## src/rtl/lsf_event_sender.sv

```systemverilog
// HEG-side event sender for the LSF input interface: one ROI, up to MAX_HITS hit
// strobes throttled by the LSF almost-full flags, an EOF pulse, then a settling gap.
module lsf_event_sender #(
  parameter int HIT_W    = 32,
  parameter int ROI_W    = 32,
  parameter int MAX_HITS = 32,
  parameter int CNT_W    = 6,
  parameter int TIMEOUT  = 1023,
  parameter int EOF_GAP  = 4
) (
  input  logic             clock,
  input  logic             resetbar,
  input  logic [ROI_W-1:0] i_roi,
  input  logic             i_roi_valid,
  output logic             o_roi_ready,
  input  logic [HIT_W-1:0] i_hit,
  input  logic             i_hit_valid,
  input  logic             i_hit_last,
  output logic             o_hit_ready,
  input  logic             i_roi_af,
  input  logic             i_hit_af,
  output logic [ROI_W-1:0] roi,
  output logic             roi_we,
  output logic [HIT_W-1:0] mdt_hit,
  output logic             mdt_hit_we,
  output logic             o_eof,
  output logic [CNT_W-1:0] o_hit_count,
  output logic             o_overflow,
  output logic             o_timeout,
  output logic             o_busy
);

  localparam int TMO_W = $clog2(TIMEOUT + 1);
  localparam int GAP_W = (EOF_GAP < 1) ? 1 : $clog2(EOF_GAP + 1);
  localparam logic [CNT_W-1:0] MAX_C    = CNT_W'(MAX_HITS);
  localparam logic [TMO_W-1:0] TMO_LAST = TMO_W'(TIMEOUT - 1);
  localparam logic [GAP_W-1:0] GAP_LAST = GAP_W'(EOF_GAP);

  typedef enum logic [1:0] {
    S_IDLE = 2'd0,
    S_HITS = 2'd1,
    S_EOF  = 2'd2,
    S_GAP  = 2'd3
  } state_t;

  state_t           r_state;
  logic [CNT_W-1:0] r_cnt;
  logic             r_drop;
  logic             r_by_tmo;
  logic [TMO_W-1:0] r_tmo;
  logic [GAP_W-1:0] r_gap;
  logic [ROI_W-1:0] r_roi;
  logic             r_roi_we;
  logic [HIT_W-1:0] r_hit;
  logic             r_hit_we;
  logic             r_eof;
  logic [CNT_W-1:0] r_hit_count;
  logic             r_overflow;
  logic             r_timeout;

  logic w_roi_hs;
  logic w_hit_hs;

  assign o_roi_ready = (r_state == S_IDLE) & ~i_roi_af;
  assign o_hit_ready = (r_state == S_HITS) & ~i_hit_af;
  assign w_roi_hs    = i_roi_valid & o_roi_ready;
  assign w_hit_hs    = i_hit_valid & o_hit_ready;

  assign roi         = r_roi;
  assign roi_we      = r_roi_we;
  assign mdt_hit     = r_hit;
  assign mdt_hit_we  = r_hit_we;
  assign o_eof       = r_eof;
  assign o_hit_count = r_hit_count;
  assign o_overflow  = r_overflow;
  assign o_timeout   = r_timeout;
  assign o_busy      = (r_state != S_IDLE);

  // Event sequencer: strobes default low and are raised for exactly one cycle per transfer.
  always_ff @(posedge clock or negedge resetbar) begin
    if (!resetbar) begin
      r_state     <= S_IDLE;
      r_cnt       <= '0;
      r_drop      <= 1'b0;
      r_by_tmo    <= 1'b0;
      r_tmo       <= '0;
      r_gap       <= '0;
      r_roi       <= '0;
      r_roi_we    <= 1'b0;
      r_hit       <= '0;
      r_hit_we    <= 1'b0;
      r_eof       <= 1'b0;
      r_hit_count <= '0;
      r_overflow  <= 1'b0;
      r_timeout   <= 1'b0;
    end else begin
      r_roi_we  <= 1'b0;
      r_hit_we  <= 1'b0;
      r_eof     <= 1'b0;
      r_timeout <= 1'b0;
      case (r_state)
        S_IDLE: begin
          if (w_roi_hs) begin
            r_roi    <= i_roi;
            r_roi_we <= 1'b1;
            r_cnt    <= '0;
            r_drop   <= 1'b0;
            r_by_tmo <= 1'b0;
            r_tmo    <= '0;
            r_state  <= S_HITS;
          end
        end
        S_HITS: begin
          if (w_hit_hs) begin
            r_tmo <= '0;
            if (r_cnt < MAX_C) begin
              r_hit    <= i_hit;
              r_hit_we <= 1'b1;
              r_cnt    <= r_cnt + CNT_W'(1);
            end else begin
              r_drop <= 1'b1;
            end
            if (i_hit_last) begin
              r_state <= S_EOF;
            end
          end else if (r_tmo == TMO_LAST) begin
            // This is the TIMEOUT-th cycle without a hit handshake.
            r_by_tmo <= 1'b1;
            r_state  <= S_EOF;
          end else begin
            r_tmo <= r_tmo + TMO_W'(1);
          end
        end
        S_EOF: begin
          r_eof       <= 1'b1;
          r_timeout   <= r_by_tmo;
          r_hit_count <= r_cnt;
          r_overflow  <= r_drop;
          r_gap       <= '0;
          r_state     <= S_GAP;
        end
        S_GAP: begin
          // The o_eof cycle is gap cycle 0, so IDLE starts EOF_GAP+1 cycles after o_eof.
          if (r_gap == GAP_LAST) begin
            r_state <= S_IDLE;
          end else begin
            r_gap <= r_gap + GAP_W'(1);
          end
        end
        default: begin
          r_state <= S_IDLE;
        end
      endcase
    end
  end

endmodule

```

## config.mk

```make
export PLATFORM = sky130hd
export DESIGN_NAME = lsf_event_sender
export DESIGN_NICKNAME = d
export VERILOG_FILES = /design/src/rtl/lsf_event_sender.sv
export SDC_FILE = /design/constraint.sdc
export NUM_CORES = 1
export LEC_CHECK = 0
export BUFFER_PORTS_ARGS = -buffer_cell sky130_fd_sc_hd__buf_2
export CAP_MARGIN = 20
export CORE_MARGIN = 5
export CORE_UTILIZATION = 45
export DETAILED_ROUTE_END_ITERATION = 7
export PLACE_DENSITY = 0.7
export SKIP_LAST_GASP = 1
export SLEW_MARGIN = 20
export SYNTH_ARGS = -nofsm -noshare
export SYNTH_HDL_FRONTEND = slang
export SYNTH_SLANG_ARGS = --single-unit
```

## constraint.sdc

```tcl
create_clock -name clock -period 2.5 [get_ports clock]
set_input_delay 0.25 -clock clock [delete_from_list [all_inputs] [get_ports clock]]
set_output_delay 0.25 -clock clock [all_outputs]
set_load 0.005 [all_outputs]
```

==> run metrics, run 1 <==
HP Class input pin to flop; Max stage delay on crit path 460 ps; dpl cell area 5041 um2; Core Box Area 9109 um2; list of most frequent post-synthesis cells 106 x nand2_1, 98 x dfrtp_1, 42 x mux2_2; std cell rows 35; Setup crit end kind flop; most frequent CP cell inv_1; Congestion Overflow GR 0; remaining antenna violation count 0; crit path kind flop to flop; Max Clk Rate 0.4853 GHz; skew final approximately 10 ps; initial core utilization 0.4556; global-route wire length before repair 15260 um; router iterations before antenna repair 4; FFs w/ async S/R, synth 1.000; wire length per cell 14.75 um; CTS sink cnt 98; max_cap viols 0; largest net degree at the start of global routing 67; Critical Path, Cell by Cell inv_1 -> ha_1 -> inv_1 -> o22ai_1 -> buf_4 -> o311ai_0 -> o41ai_1; peak supply drop 0.5200 mV; Top Ports 149; Total GRT Usage 0.1675; Die Span X 106.0 um; die extent in y 106.0 um; root buf cell clkbuf_8; H-tree depth 3; CTS Buf Count 9; P_leak 2.767 nW; setup TNS 0 ps; CP Max Fanout 12; Die Area 11240 um2; min-delay src i_roi[30]; Clock Tree Buf Depth 2; post-synthesis cell type with the largest combined area dfrtp_1; Final period util 0.8242; Synth warnings 0; vias in the first global route 3185; count of pins over their slew limit 0; Least-Margin Pin Slew 476.2 ps; Req. time, crit path 2740 ps; Final min period 2061 ps; hold endpoint roi[30]$_DFFE_PN0P_; PwrDens 1046 nW/um2; Avg Synthesized Cell Area 11.19 um2; Mapped Area 4150 um2; initial antenna violation count 0; post-cts repair resize count 0; post-synthesis register bit count 98; DR iter-0 viols 135; Synth area leaders dfrtp_1 59%, mux2_2 11%, nand2_1 9.6%, ha_1 3.0%, a21oi_1 1.2%; I/O Buffers about 150; Post-CTS Setup Inserts 0; dpl hpwl 6994 um; Mapped Nets 452; Post-synth EDFFs 0; top cell type's share of synthesized area 0.5909; # setup viols final 0; ys flop type dfrtp_1; Netlist cell types 47; total wire length 9423 um; post-route design area between 5000 and 6000 um2; sequential share of the synthesized area 0.5909; crit start category flop; drt drc 0; # diodes 0; CTS tree done; Via-to-Cell Ratio 5.050; GPL Wtd Cong 0.8007; RSZ-0062 raised after global routing false; flop2flop setup slack 440 ps; Critical Path AT between 2000 and 2500 ps; Worst-path clk slew roughly 100 ps; slowest stage cell, crit path o22ai_1; most common cell in the synthesized netlist nand2_1; synth-to-layout area growth 26.44%; status complete, no violations; relative slew slack 0.6743; reg-to-reg endpoint r_tmo[8]$_DFFE_PN0P_; Reg2Reg Depth 7; R2R Path Start r_state[1]$_DFFE_PN0P_; Final nets 604; vias post-DR 3227; WHS Path Cells 3; Syn Inst Count 371; fraction of layout cells with a size suffix above 1 0.4148; clock latency on the worst-skew pair 360 ps; Final Hold Fails 0
[kinds of logic (layout without fill, tap and decap cells)]
kind of cell,count (synthesis),in the layout,synth area share
AOI/OAI and AO/OA,38,38,0.05999
adders and majority gates,10,10,0.03015
buffers and inverters,27,184,0.03105
DFF,98,98,0.5909
muxes,46,46,0.1236
and+or+nand+nor,152,152,0.1643
[layout by cell type (no fill, tap or decap), drive strengths merged, types with 2 or more instances in the layout]
cell    netlist  layout
nor2b         3       3
clkinv        0       3
buf          11     155
mux2         42      42
nand4         3       3
or4           2       2
nand2b        4       4
a22oi         2       2
nor3          8       8
inv          12      14
a31oi         4       4
a21oi        10      10
clkbuf        4      10
ha           10      10
dfrtp        98      98
or3           3       3
mux2i         4       4
nand2       107     107
o22ai         2       2
o21ai         8       8
nand3         3       3
nor2          9       9
and3          2       2
o31ai         2       2
[sequential cells by signal, summed over array words and instances, names as in the netlist]
| name | cells |
|---|---|
| mdt_hit | 32 |
| roi | 32 |
| r_tmo | 10 |
| o_hit_count | 6 |
| r_cnt | 6 |
| r_gap | 3 |
| r_state | 2 |
| mdt_hit_we | 1 |
| o_eof | 1 |
| o_overflow | 1 |
| o_timeout | 1 |
| r_by_tmo | 1 |
| r_drop | 1 |
| roi_we | 1 |
[how the worst max path moves through the flow]
stage / from / end / slack [ps] / depth (start not counted)
detailed placement: r_state[1]$_DFFE_PN0P_ / r_cnt[1]$_DFFE_PN0P_ / 490 / 7
finish: r_state[1]$_DFFE_PN0P_ / r_tmo[8]$_DFFE_PN0P_ / 440 / 7
floorplan: r_state[1]$_DFFE_PN0P_ / r_state[1]$_DFFE_PN0P_ / 680 / 7
global placement: r_state[1]$_DFFE_PN0P_ / r_cnt[1]$_DFFE_PN0P_ / 580 / 7
CTS: r_state[1]$_DFFE_PN0P_ / r_cnt[1]$_DFFE_PN0P_ / 440 / 7
global route: r_state[1]$_DFFE_PN0P_ / r_tmo[3]$_DFFE_PN0P_ / 220 / 7
[worst max-delay path, delay by kind of cell (launching register included)]
family,cells,cell delay (ps)
AOI/OAI and AO/OA,3,660
DFF,1,420
adders and majority gates,1,390
buffers and inverters,3,480
[report_power, final]
group | leakage, nW | internal (W) | switching (W)
Combinational | 1.42 | 0.00100 | 0.000997
Clock | 0.0962 | 0.000408 | 0.000571
Sequential | 1.25 | 0.00219 | 0.000325
[per-stage QoR]
step	hold slack, ps	utilization	total power [W]	setup slack [ps]	instances
2_1_floorplan	-45.59	-	0.003613	684.5	371
3_3_place_gp	209.5	0.5534	0.004481	580.3	622
3_5_place_dp	213.2	0.5534	0.004581	489.7	622
4_1_cts	53.87	0.5761	0.005580	441.5	639
5_1_grt	57.35	0.5761	0.005903	216.7	639
6_report	74.85	0.5761	0.005487	439.4	639
[per-layer routing]
layer / vias to the layer above / global-route usage / share of wire
li1: 1563 / - / -
met1: 1530 / 0.2183 / 0.43
met2: 118 / 0.2741 / 0.48
met3: 16 / 0.03582 / 0.070
met4: 0 / 0.06568 / 0.018
met5: - / 0 / 0
[what timing repair did]
| action | 4_1_cts | 5_1_grt |
|---|---|---|
| hold endpoints to repair | 32 | 0 |
| hold buffers | 1 | 0 |
| setup endpoints to repair | 0 | 0 |
[area by class of cell]
type                            count  area (um2)
Clock buffer                       10       137.6
Clock inverter                      6       58.81
Fill cell                         804        3861
Inverter                           12       45.04
Multi-Input combinational cell    246        1584
Sequential cell                    98        2452
Tap cell                          111       138.9
Timing Repair Buffer              156       830.8
Note: power is estimated with default switching activity, not from simulation.
==> inputs of run 2 (changes only) <==
Clock period 2.5 ns to 1.92 ns, I/O delays scaled along.
==> run metrics, run 2 (same netlist as run 1, synthesis figures left out) <==
GPL Wtd Cong 0.8107 (+1.2%); Clock Tree Buf Depth 2 (unchanged); R2R Path Start r_tmo[4]$_DFFE_PN0P_; initial antenna violation count 0 (unchanged); max_cap viols 0 (unchanged); count of pins over their slew limit 0 (unchanged); FILL cells 783 (-2.6%); Final nets 613 (+1.5%); DR iter-0 viols 244 (+81%); clock latency on the worst-skew pair 350 ps (about the same); CTS sink cnt 98 (unchanged); P_leak 2.806 nW (+1.4%); Total GRT Usage 0.1691 (+0.001677); skew final 12.70 ps (+2.473 ps); min-delay src i_roi[3]; reg-to-reg endpoint r_tmo[9]$_DFFE_PN0P_; die extent in y 106.0 um (unchanged); Final Hold Fails 0 (unchanged); vias in the first global route 3274 (+2.8%); post-route design area 5336 um2 (+1.7%); std cell rows 35 (unchanged); CTS tree done; Final min period 1851 ps (-210.0 ps); fraction of layout cells with a size suffix above 1 0.4366 (+0.02179); peak supply drop 0.5283 mV (+1.6%); Least-Margin Pin Slew 562.5 ps (+86.31 ps); drt drc 0 (unchanged); Critical Path AT 2080 ps (-220 ps); Die Span X 106.0 um (unchanged); remaining antenna violation count 0 (unchanged); dpl hpwl 7105 um (+1.6%); Congestion Overflow GR 0 (unchanged); total design power 0.007215 W (+31%); Cells after DPL 629 (+1.1%); initial core utilization 0.4556 (unchanged); relative slew slack 0.6153 (-0.05903); most frequent cells in the layout 147 x buf_2, 106 x nand2_1, 97 x dfrtp_1; Via-to-Cell Ratio 5.002 (-0.96%); Core Box Area 9109 um2 (unchanged); total wire length 9658 um (+2.5%); Final period util 0.9638 (+0.1396); Worst-path clk slew 100 ps (about the same); Top Ports 149 (unchanged); Die Area 11240 um2 (unchanged); WHS Path Cells 3 (unchanged); crit path kind flop to flop; synth-to-layout area growth 28.58%; crit start category flop; root buf cell clkbuf_8; H-tree depth 3 (unchanged); HP Class input pin to flop; RSZ-0062 raised after global routing false; worst-case hold slack 23.76 ps (-51.09 ps); Max Clk Rate 0.5404 GHz (+11%); PwrDens 1352 nW/um2 (+29%); post-layout util 0.5859 (+0.009753); status complete, no violations; largest net degree at the start of global routing 46 (-31%); Req. time, crit path 2150 ps (-590 ps); vias post-DR 3236 (+0.28%); CP Max Fanout 6 (-6); Reg2Reg Depth 4 (-3); CTS Buf Count 9 (unchanged); # diodes 0 (unchanged); dpl cell area 5094 um2 (+1.0%); I/O Buffers 148 (unchanged); commonest non-fill, non-tap cell in the layout buf_2; # setup viols final 0 (unchanged); hold endpoint roi[3]$_DFFE_PN0P_; flop2flop setup slack 70 ps (-370 ps); wire length per cell 14.93 um (+1.2%); router iterations before antenna repair 4 (unchanged); Setup crit end kind flop; Finished Layout Cells 647 (+1.3%); global-route wire length before repair 15550 um (+1.9%)
[run 2: cell count changes in the layout (fill, tap and decap cells not counted), moves of 2 or more]
cell / previous run / this run
buf_4: 6 / 14
clkinv_4: 2 / 0
ha_1: 10 / 8
ha_2: 0 / 2
[run 2: worst max-delay path, stage by stage, from the launching register on]
cell       delay [ps]
dfrtp_1           440
nand4_1           260
a2111oi_0         590
o21ai_0           160
mux2_2            290
[run 2: worst max-delay path by stage]
stage	startpoint	depth (start not counted)	slack, ps	end
after global placement	r_state[0]$_DFFE_PN0P_	7	70	r_tmo[8]$_DFFE_PN0P_
final	r_tmo[4]$_DFFE_PN0P_	4	70	r_tmo[9]$_DFFE_PN0P_
after detailed placement	r_state[1]$_DFFE_PN0P_	7	-50	r_tmo[8]$_DFFE_PN0P_
after floorplan	r_state[1]$_DFFE_PN0P_	7	100	r_state[1]$_DFFE_PN0P_
after global routing	r_state[0]$_DFFE_PN0P_	7	30	r_tmo[6]$_DFFE_PN0P_
after CTS	r_state[1]$_DFFE_PN0P_	5	40	mdt_hit[17]$_DFFE_PN0P_
[run 2: final cells by class]
type | instances | area (um2) | share of cell area
tap | 111 | 138.9 | 0.02603
clock buffer | 9 | 123.9 | 0.02321
multi-input combinational | 246 | 1610 | 0.3018
sequential | 98 | 2454 | 0.4598
clock inverter | 6 | 48.80 | 0.009144
timing repair buffer | 165 | 915.9 | 0.1716
inverter | 12 | 45.04 | 0.008441
[run 2: layer usage]
metal / wire length, um / up-vias / track usage / share of wire
met2: 4738 / 123 / 0.2832 / 0.49
met1: 4091 / 1519 / 0.2173 / 0.42
met3: 689 / 14 / 0.04189 / 0.071
li1: - / 1580 / - / -
met5: 0 / - / 0 / 0
met4: 138 / 0 / 0.05180 / 0.014
[run 2: power by group]
group | total [W] | internal (W) | switching, W
Combinational | 0.00276 | 0.00141 | 0.00135
Clock | 0.00120 | 0.000480 | 0.000715
Sequential | 0.00326 | 0.00285 | 0.000409
[run 2: metrics by stage]
| stage | setup WS, ps | setup TNS [ps] |
|---|---|---|
| after floorplan | 104.5 | 0 |
| after global placement | 67.01 | 0 |
| after detailed placement | -52.42 | -52.42 |
| after CTS | 42.49 | 0 |
| after global routing | 25.31 | 0 |
| final | 69.46 | 0 |
[run 2: repair_timing]
item | CTS | global route
hold buffers | 1 | 0
endpoints found under the setup margin | 2 | 38
gates resized for setup | 2 | 7
hold endpoints to repair | 33 | 0
gates cloned | 0 | 1
buffers inserted | 0 | 1
